## src/rtl/matmul_stream_ctrl.sv

```systemverilog
`default_nettype none
// ============================================================================
// Module   : matmul_stream_ctrl
// Brief    : Serial valid/ready front/back end for a 4x4 combinational matmul.
// Revision : 1.0 - initial release
// ============================================================================
module matmul_stream_ctrl #(
  parameter int ELEM_W        = 3,
  parameter int RES_W         = 8,
  parameter int SETTLE_CYCLES = 2
) (
  input  logic                clk,
  input  logic                rst_n,
  input  logic                in_valid,
  output logic                in_ready,
  input  logic [ELEM_W-1:0]   in_data,
  output logic [16*ELEM_W-1:0] mat_a,
  output logic [16*ELEM_W-1:0] mat_b,
  input  logic [16*RES_W-1:0] mat_res,
  output logic                out_valid,
  input  logic                out_ready,
  output logic [RES_W-1:0]    out_data,
  output logic                out_last,
  output logic                busy
);

  localparam int         c_ELEMS       = 16;
  localparam logic [3:0] c_SETTLE_LAST = 4'(SETTLE_CYCLES - 1);

  typedef enum logic [1:0] {
    ST_LOAD   = 2'd0,
    ST_SETTLE = 2'd1,
    ST_DRAIN  = 2'd2
  } state_t;

  state_t                r_state;
  state_t                w_state_nxt;
  logic [4:0]            r_in_cnt;
  logic [3:0]            r_settle_cnt;
  logic [3:0]            r_out_cnt;
  logic [16*ELEM_W-1:0]  r_mat_a;
  logic [16*ELEM_W-1:0]  r_mat_b;
  logic [RES_W-1:0]      r_bank [c_ELEMS];
  logic                  w_in_fire;
  logic                  w_out_fire;
  logic                  w_capture;

  always_ff @(posedge clk or negedge rst_n) begin
    if (!rst_n) r_state <= ST_LOAD;
    else        r_state <= w_state_nxt;
  end

  always_comb begin
    w_state_nxt = r_state;
    in_ready    = 1'b0;
    out_valid   = 1'b0;
    busy        = 1'b0;
    w_capture   = 1'b0;
    case (r_state)
      ST_LOAD: begin
        in_ready = 1'b1;
        if (in_valid && (r_in_cnt == 5'd31)) w_state_nxt = ST_SETTLE;
      end
      ST_SETTLE: begin
        busy = 1'b1;
        if (r_settle_cnt == c_SETTLE_LAST) begin
          w_capture   = 1'b1;
          w_state_nxt = ST_DRAIN;
        end
      end
      ST_DRAIN: begin
        busy      = 1'b1;
        out_valid = 1'b1;
        if (out_ready && (r_out_cnt == 4'd15)) w_state_nxt = ST_LOAD;
      end
      default: w_state_nxt = ST_LOAD;
    endcase
  end

  assign w_in_fire  = in_valid & in_ready;
  assign w_out_fire = out_valid & out_ready;

  // Counters wrap naturally: 32 operands on a 5-bit count, 16 results on 4 bits.
  always_ff @(posedge clk or negedge rst_n) begin
    if (!rst_n) begin
      r_in_cnt     <= '0;
      r_settle_cnt <= '0;
      r_out_cnt    <= '0;
    end else begin
      if (w_in_fire)  r_in_cnt  <= r_in_cnt + 5'd1;
      if (w_out_fire) r_out_cnt <= r_out_cnt + 4'd1;
      if ((r_state == ST_SETTLE) && !w_capture) r_settle_cnt <= r_settle_cnt + 4'd1;
      else                                      r_settle_cnt <= '0;
    end
  end

  always_ff @(posedge clk or negedge rst_n) begin
    if (!rst_n) begin
      r_mat_a <= '0;
      r_mat_b <= '0;
    end else if (w_in_fire) begin
      for (int k = 0; k < c_ELEMS; k++) begin
        if (r_in_cnt == 5'(k))      r_mat_a[k*ELEM_W +: ELEM_W] <= in_data;
        if (r_in_cnt == 5'(k + 16)) r_mat_b[k*ELEM_W +: ELEM_W] <= in_data;
      end
    end
  end

  // Bank is the only copy of the results seen by the drain; mat_res is ignored after capture.
  always_ff @(posedge clk or negedge rst_n) begin
    if (!rst_n) begin
      for (int k = 0; k < c_ELEMS; k++) r_bank[k] <= '0;
    end else if (w_capture) begin
      for (int k = 0; k < c_ELEMS; k++) r_bank[k] <= mat_res[k*RES_W +: RES_W];
    end
  end

  assign mat_a    = r_mat_a;
  assign mat_b    = r_mat_b;
  assign out_data = out_valid ? r_bank[r_out_cnt] : '0;
  assign out_last = out_valid && (r_out_cnt == 4'd15);

endmodule
`default_nettype wire

```

## config.mk

```make
export PLATFORM = sky130hd
export DESIGN_NAME = matmul_stream_ctrl
export DESIGN_NICKNAME = d
export VERILOG_FILES = /design/src/rtl/matmul_stream_ctrl.sv
export SDC_FILE = /design/constraint.sdc
export NUM_CORES = 1
export LEC_CHECK = 0
export ABC_AREA = 1
export BUFFER_PORTS_ARGS = -buffer_cell sky130_fd_sc_hd__buf_2
export CORE_ASPECT_RATIO = 0.6
export CORE_MARGIN = 3
export CORE_UTILIZATION = 49
export CTS_CLUSTER_DIAMETER = 100
export DETAILED_ROUTE_END_ITERATION = 10
export PLACE_DENSITY_LB_ADDON = 0.08
export SLEW_MARGIN = 20
export SYNTH_ARGS = -nofsm -noshare
export SYNTH_HDL_FRONTEND = slang
export SYNTH_SLANG_ARGS = --single-unit
```

## constraint.sdc

```tcl
create_clock -name clk -period 1.4 [get_ports clk]
set_input_delay 0.28 -clock clk [delete_from_list [all_inputs] [get_ports clk]]
set_output_delay 0.28 -clock clk [all_outputs]
set_load 0.01 [all_outputs]
```

==> results of run 1 <==
[power by group through the flow]
| stage | Clock (mW) | Combinational [mW] | Sequential, mW |
|---|---|---|---|
| 2_1_floorplan | 0 | 7.21 | 11.8 |
| 3_3_place_gp | 0 | 12.3 | 11.5 |
| 3_5_place_dp | 0 | 12.6 | 11.5 |
| 4_1_cts | 6.88 | 14.5 | 11.5 |
| 5_1_grt | 7.21 | 19.7 | 12.1 |
| 6_report | 6.89 | 18.5 | 11.8 |
[sequential cells by signal, summed over array words and instances (netlist names)]
| register | flops |
|---|---|
| mat_b | 48 |
| r_bank | 128 |
| r_state | 2 |
| r_in_cnt | 5 |
| r_settle_cnt | 4 |
| r_out_cnt | 4 |
| mat_a | 48 |
[cell usage in the layout, fill, tap and decap left out, drive strengths merged]
cell type,Yosys,routed
mux2,24,24
a21oi,137,137
nor3,8,8
nand4,9,9
nand2,276,276
clkbuf,11,36
xnor2,1,1
nor4,1,1
inv,133,133
clkinv,3,8
nand3,69,69
dlygate4sd3,0,48
ha,12,12
xor2,7,7
bufinv,0,5
o21ai,75,75
dfrtp,239,239
nor2,195,195
buf,44,402
diode,0,2
clkinvlp,0,2
[repair_timing]
item | in CTS | in global routing
hold buffers | 48 | 0
gates resized for setup | 354 | 403
cloned | 22 | 14
pin swaps | 65 | 84
setup endpoints to repair | 228 | 243
buffers inserted | 38 | 21
hold endpoints to repair | 219 | 0
[kinds of logic (layout without fill, tap and decap cells)]
logic type               after synthesis  after routing  share of synthesized area [%]
multiplexers                          24             24                          2.518
buffers and inverters                194            634                          7.612
other                                  0              2                              0
AO/OA/AOI/OAI                        212            212                          9.885
AND/OR/NAND/NOR                      558            558                          22.22
adder cells (fa/ha/maj)               12             12                          1.399
flip-flops                           239            239                          55.72
XOR/XNOR                               8              8                         0.6528
[worst register-to-register path: cells and delay by family, from the launching register on]
family                     cells  cell delay (ns)
buffers and inverters          6             0.77
muxes                          1             0.30
adders and majority gates      1             0.15
DFF                            1             0.41
and+or+nand+nor                1             0.11
[cell type report]
class / count / area (µm²) / area share, %
clock inverter: 12 / 193.9 / 1.073
inverter: 136 / 549.3 / 3.038
antenna: 2 / 5.005 / 0.02768
tap: 279 / 349.1 / 1.931
clock buffer: 26 / 616.8 / 3.412
sequential: 239 / 5984 / 33.10
timing repair buffer: 460 / 4277 / 23.66
multi-input combinational: 814 / 6103 / 33.76
[per-stage QoR]
step	setup TNS, ns	cell area (µm²)
final	-71.33	18080
after floorplan	-0.7955	10860
after global routing	-83.19	18080
after global placement	-18.02	13070
after CTS	-66.04	16530
after detailed placement	-23.32	13070
[per-layer routing]
| layer | up-vias | wire length, µm | GRT usage, % |
|---|---|---|---|
| met1 | 5384 | 17890 | 48.39 |
| met5 | - | 0 | 0 |
| met4 | 0 | 1015 | 4.804 |
| met3 | 100 | 3847 | 6.628 |
| met2 | 598 | 18600 | 43.98 |
| li1 | 4817 | - | - |
[worst min-delay path by stage]
stage | to | slack, ns | depth (start not counted)
final | r_bank[45]$_DFFE_PN0P_ | -0.004 | 3
after global routing | r_bank[45]$_DFFE_PN0P_ | 0.004 | 3
after CTS | r_bank[50]$_DFFE_PN0P_ | 0.00001 | 3
after detailed placement | r_bank[118]$_DFFE_PN0P_ | 0.15 | 1
after global placement | r_bank[118]$_DFFE_PN0P_ | 0.15 | 1
after floorplan | mat_a[0]$_DFFE_PN0P_ | -0.02 | 0
==> results.yml, run 1 <==
setup_path:
  ff2ff_path_depth: 9
  required_ns: 1.12
  reg2reg_to: "r_bank[94]$_DFFE_PN0P_"
  critPathBufInv: 3
  cp_top_family: "flip-flops"
  startpoint: "r_out_cnt[0]$_DFFE_PN0P_"
  crit_path_max_fanout: 6
  critPathCaptureType: "output port"
  path_cells: "buf_8 -> buf_6 -> nand2_1 -> nand2_2 -> nand3_1 -> nand3_2 -> a21oi_2 -> buf_2"
  slowest_stage: "dfrtp_4"
  cp.depth: 8
  cp_data_arrival_time_ns: 2.20
  r2r_start: "r_state[1]$_DFFE_PN0P_"
  cp-start-kind: "register"
  r2r_slack_ns: -0.46
  crit_path_max_incr_delay_ns: 0.53
  cp-endpoint: "out_data[1]"
  worstSetupPathType: "reg -> out"
synth:
  ys_ff_latch: 239
  ys_async_sr_fraction_pct: 100.0
  synth_nets: 1394
  yosys.area.top_type: "dfrtp_1"
  ys_seq_area_share_pct: 55.72
  netlist_top_cells_count: "nand2_1, dfrtp_1, nor2_1, a21oi_1, inv_1"
  synthDominantCellAreaShare_pct: 55.72
  postSynthCellCount: 1247
  synth_edf_count: 0
  synthFlopType: "dfrtp_1"
  synthTopCellsByArea: "dfrtp_1, nand2_1, nor2_1"
  yosysMostFrequentCell: "nand2_1"
  synth.distinct_cells: 30
  ys_warn_count: 0
  netlist_area_um2: 10730
  syn_area_per_cell_um2: 8.608
pwr:
  power_frac_clock_pct: 18.5
  seqPwrFrac_pct: 31.7
  p_sw_share_pct: 40.83
  p_leak_nw: 8.789
  power_frac_comb_pct: 49.8
  max-vdd-ir-drop_v: 0.001431
  pwr_density_cell_nw_per_um2: 2055
  p_switching_mw: 15.17
  power.total_mw: 37.15
  p_int_mw: 21.98
sta:
  post-route-period-util_pct: 177.1
  fmax_mhz: 403.2
  slew_headroom_pct: 75.79
  hold_viol: 1
  layout_setup_ws_ns: -1.080
  finalClockSkew_ns: 0.02216
  fin_crit_ns: 2.480
  drv_slew: 0
  setup_viol: 238
  worst_pin_slew_ns: 0.3631
  whs_ns: -0.003917
  rsz0062_at_grt: "true"
route:
  vias: 10900
  wirelength_mm: 41.36
  dr.pass1.iters: 6
  drc: 0
  post_drt_wl_per_cell_um: 21.02
  ant_nets: 0
  drtIter0Drc: 1112
  viasPerCell: 5.538
global_routing:
  grt_usage_pct: 30.60
  antenna_found_initial: 2
  grt_pass1_wl_mm: 56.79
  grt_start_max_net_pins: 68
  gr-total-overflow: 0
  first_global_vias: 10050
hold_path:
  hp-class: "in -> reg"
  hp-start: "mat_res[85]"
cells_and_area:
  drive_gt1_share_pct: 52.87
  area_growth_pct: 68.42
  final_nets: 1821
  fin_util_pct: 85.12
  final-instance-count-excl-fill: 1968
  n_fill_cell: 1130
clock_tree:
  cts.sinks: 239
  clk_root_buffer_cell: "clkbuf_16"
  clk_latency_ns: 0.53
  numCtsBuffers: 23
  htreeDepth: 1
  cts_tree: "done"
  clkTransAtPathRegs_ns: 0.08
  clock_path_buffers: 3
outcome:
  violations: "negative hold slack, negative setup slack"
  status: "finished, violations left"
floorplan:
  io_pins: 243
  start_util_pct: 50.54
  core_um2: 21240
  row_count: 41
  fp.dieW_um: 197.1
  die-area_um2: 23780
  die_y_um: 120.6
run:
  max_cap_violations: 0
place:
  numPortBuffers: 242
  detailed_place_hpwl_mm: 23.33
  place_inst: 1804
  place.gp.congestion: 0.9249
  dp_slack_ns: -0.2909
Note: power is estimated with default switching activity, not from simulation.
==> run 2: changes to the inputs <==
--- a/config.mk
+++ b/config.mk
@@ -13,6 +13,7 @@
 export CTS_CLUSTER_DIAMETER = 100
 export DETAILED_ROUTE_END_ITERATION = 10
 export PLACE_DENSITY_LB_ADDON = 0.08
+export SKIP_CTS_REPAIR_TIMING = 1
 export SLEW_MARGIN = 20
 export SYNTH_ARGS = -nofsm -noshare
 export SYNTH_HDL_FRONTEND = slang
==> run 2 against run 1 <==
Effect of this change:
- sequential power barely moved
- global-route usage is 4.4 points lower
- core utilization shrank 7.5 points
- the run still ends with negative hold slack, negative setup slack left
- combinational power decreased by 17%
- non-clock buffer count shrank 57
- clock-buffer cell count unchanged
- critical endpoint is now out_data[2]
- register-to-register slack better by 0.10 ns
- highest routed layer unchanged
- worst setup slack better by 0.19 ns
- critical path depth increased by 1
==> results.yml, run 2 (synthesized netlist as in run 1, its figures left out) <==
sta:
  post-route-period-util_pct: 163.2
  layout_setup_ws_ns: -0.8854
  hold_viol: 1
  slew_headroom_pct: 73.65
  setup_viol: 239
  worst_pin_slew_ns: 0.3953
  rsz0062_at_grt: "true"
  fin_crit_ns: 2.285
  whs_ns: -0.0003373
  fmax_mhz: 437.6
  finalClockSkew_ns: 0.01218
  drv_slew: 0
floorplan:
  io_pins: 243
  die-area_um2: 23780
  fp.dieW_um: 197.1
  die_y_um: 120.6
  start_util_pct: 50.54
  core_um2: 21240
  row_count: 41
setup_path:
  crit_path_max_fanout: 25
  cp_top_family: "buffers and inverters"
  slowest_stage: "dfrtp_2"
  crit_path_max_incr_delay_ns: 0.44
  critPathBufInv: 3
  worstSetupPathType: "reg -> out"
  cp_data_arrival_time_ns: 2.01
  critPathCaptureType: "output port"
  path_cells: "buf_12 -> buf_12 -> nor2_1 -> nor2_1 -> nand2_1 -> nand3_1 -> nand3_1 -> a21oi_2 -> buf_2"
  cp-start-kind: "register"
  required_ns: 1.12
route:
  drc: 0
  viasPerCell: 5.299
  vias: 10130
  drtIter0Drc: 799
  wirelength_mm: 36.41
  dr.pass1.iters: 5
  post_drt_wl_per_cell_um: 19.05
  ant_nets: 0
place:
  numPortBuffers: 242
  dp_slack_ns: -0.2909
  place.gp.congestion: 0.9249
  detailed_place_hpwl_mm: 23.33
  place_inst: 1804
clock_tree:
  clk_latency_ns: 0.52
  cts_tree: "done"
  clock_path_buffers: 3
  cts.sinks: 239
  clk_root_buffer_cell: "clkbuf_16"
  htreeDepth: 1
  numCtsBuffers: 23
  clkTransAtPathRegs_ns: 0.07
global_routing:
  grt_pass1_wl_mm: 48.97
  grt_start_max_net_pins: 68
  grt_usage_pct: 26.15
  gr-total-overflow: 0
  first_global_vias: 8862
  antenna_found_initial: 0
cells_and_area:
  largest_reg_flops: 128
  final_nets: 1765
  drive_gt1_share_pct: 43.84
  top_register: "r_bank"
  final-instance-count-excl-fill: 1911
  n_fill_cell: 1515
  area_growth_pct: 53.54
  final_cell_mix: "buf_2, dfrtp_1, nand2_1"
pwr:
  p_leak_nw: 8.293
  pwr_density_cell_nw_per_um2: 2043
  max-vdd-ir-drop_v: 0.001410
outcome:
  violations: "negative hold slack, negative setup slack"
  status: "finished, violations left"
hold_path:
  hp-class: "in -> reg"
run:
  max_cap_violations: 0
## run 2: cell count changes in the layout (fill, tap and decap cells not counted), sizes merged
cell,previous run,this run
clkinvlp,2,3
buf,402,369
inv,133,134
clkbuf,36,42
dlygate4sd3,48,18
clkinv,8,6
nor2,195,196
diode,2,1
## run 2: final timing paths
| check | from | end | slack (ns) | cells past startpoint |
|---|---|---|---|---|
| min in group asynchronous | rst_n | r_bank[118]$_DFFE_PN0P_ | 0.20 | 2 |
| max in group asynchronous | rst_n | r_out_cnt[0]$_DFFE_PN0P_ | 0.56 | 3 |
| worst min-delay path | mat_res[20] | r_bank[108]$_DFFE_PN0P_ | -0.0003 | 2 |
| worst max-delay path | r_out_cnt[0]$_DFFE_PN0P_ | out_data[2] | -0.89 | 9 |
| worst min register to register | mat_a[5]$_DFFE_PN0P_ | mat_a[5]$_DFFE_PN0P_ | 0.48 | 2 |
| worst max register to register | r_state[1]$_DFFE_PN0P_ | r_bank[88]$_DFFE_PN0P_ | -0.36 | 8 |
## run 2: stage by stage
step | hold WS [ns] | instance area (µm²) | setup TNS [ns] | util [%] | total power, mW
2_1_floorplan | -0.01559 | 10860 | -0.7955 | - | 18.99
3_3_place_gp | 0.1458 | 13070 | -18.02 | 61.54 | 23.81
3_5_place_dp | 0.1459 | 13070 | -23.32 | 61.54 | 24.15
4_1_cts | -0.4079 | 13880 | -34.80 | 65.35 | 31.01
5_1_grt | 0.002243 | 16480 | -77.49 | 77.59 | 35.78
6_report | -0.0003373 | 16480 | -64.70 | 77.60 | 33.67
## run 2: final cells by class
cell class	instances	area [µm²]	share of cell area (%)
Inverter	136	541.8	3.287
Tap cell	279	349.1	2.118
Clock inverter	12	193.9	1.177
Timing Repair Buffer	403	3438	20.86
Antenna cell	1	2.502	0.01518
Multi-Input combinational cell	815	5356	32.50
Sequential cell	239	5982	36.30
Clock buffer	26	616.8	3.743
## run 2: power breakdown
part           internal [mW]  switching (mW)  leakage, nW
sequential              10.0            1.55         2.92
combinational           6.28            8.99         4.98
clock                   4.08            2.73        0.396
## run 2: metal layers
metal,wire (µm),GRT usage [%]
met3,2997,4.901
met1,17480,45.00
met2,15490,34.35
met4,452,3.203
met5,0,0
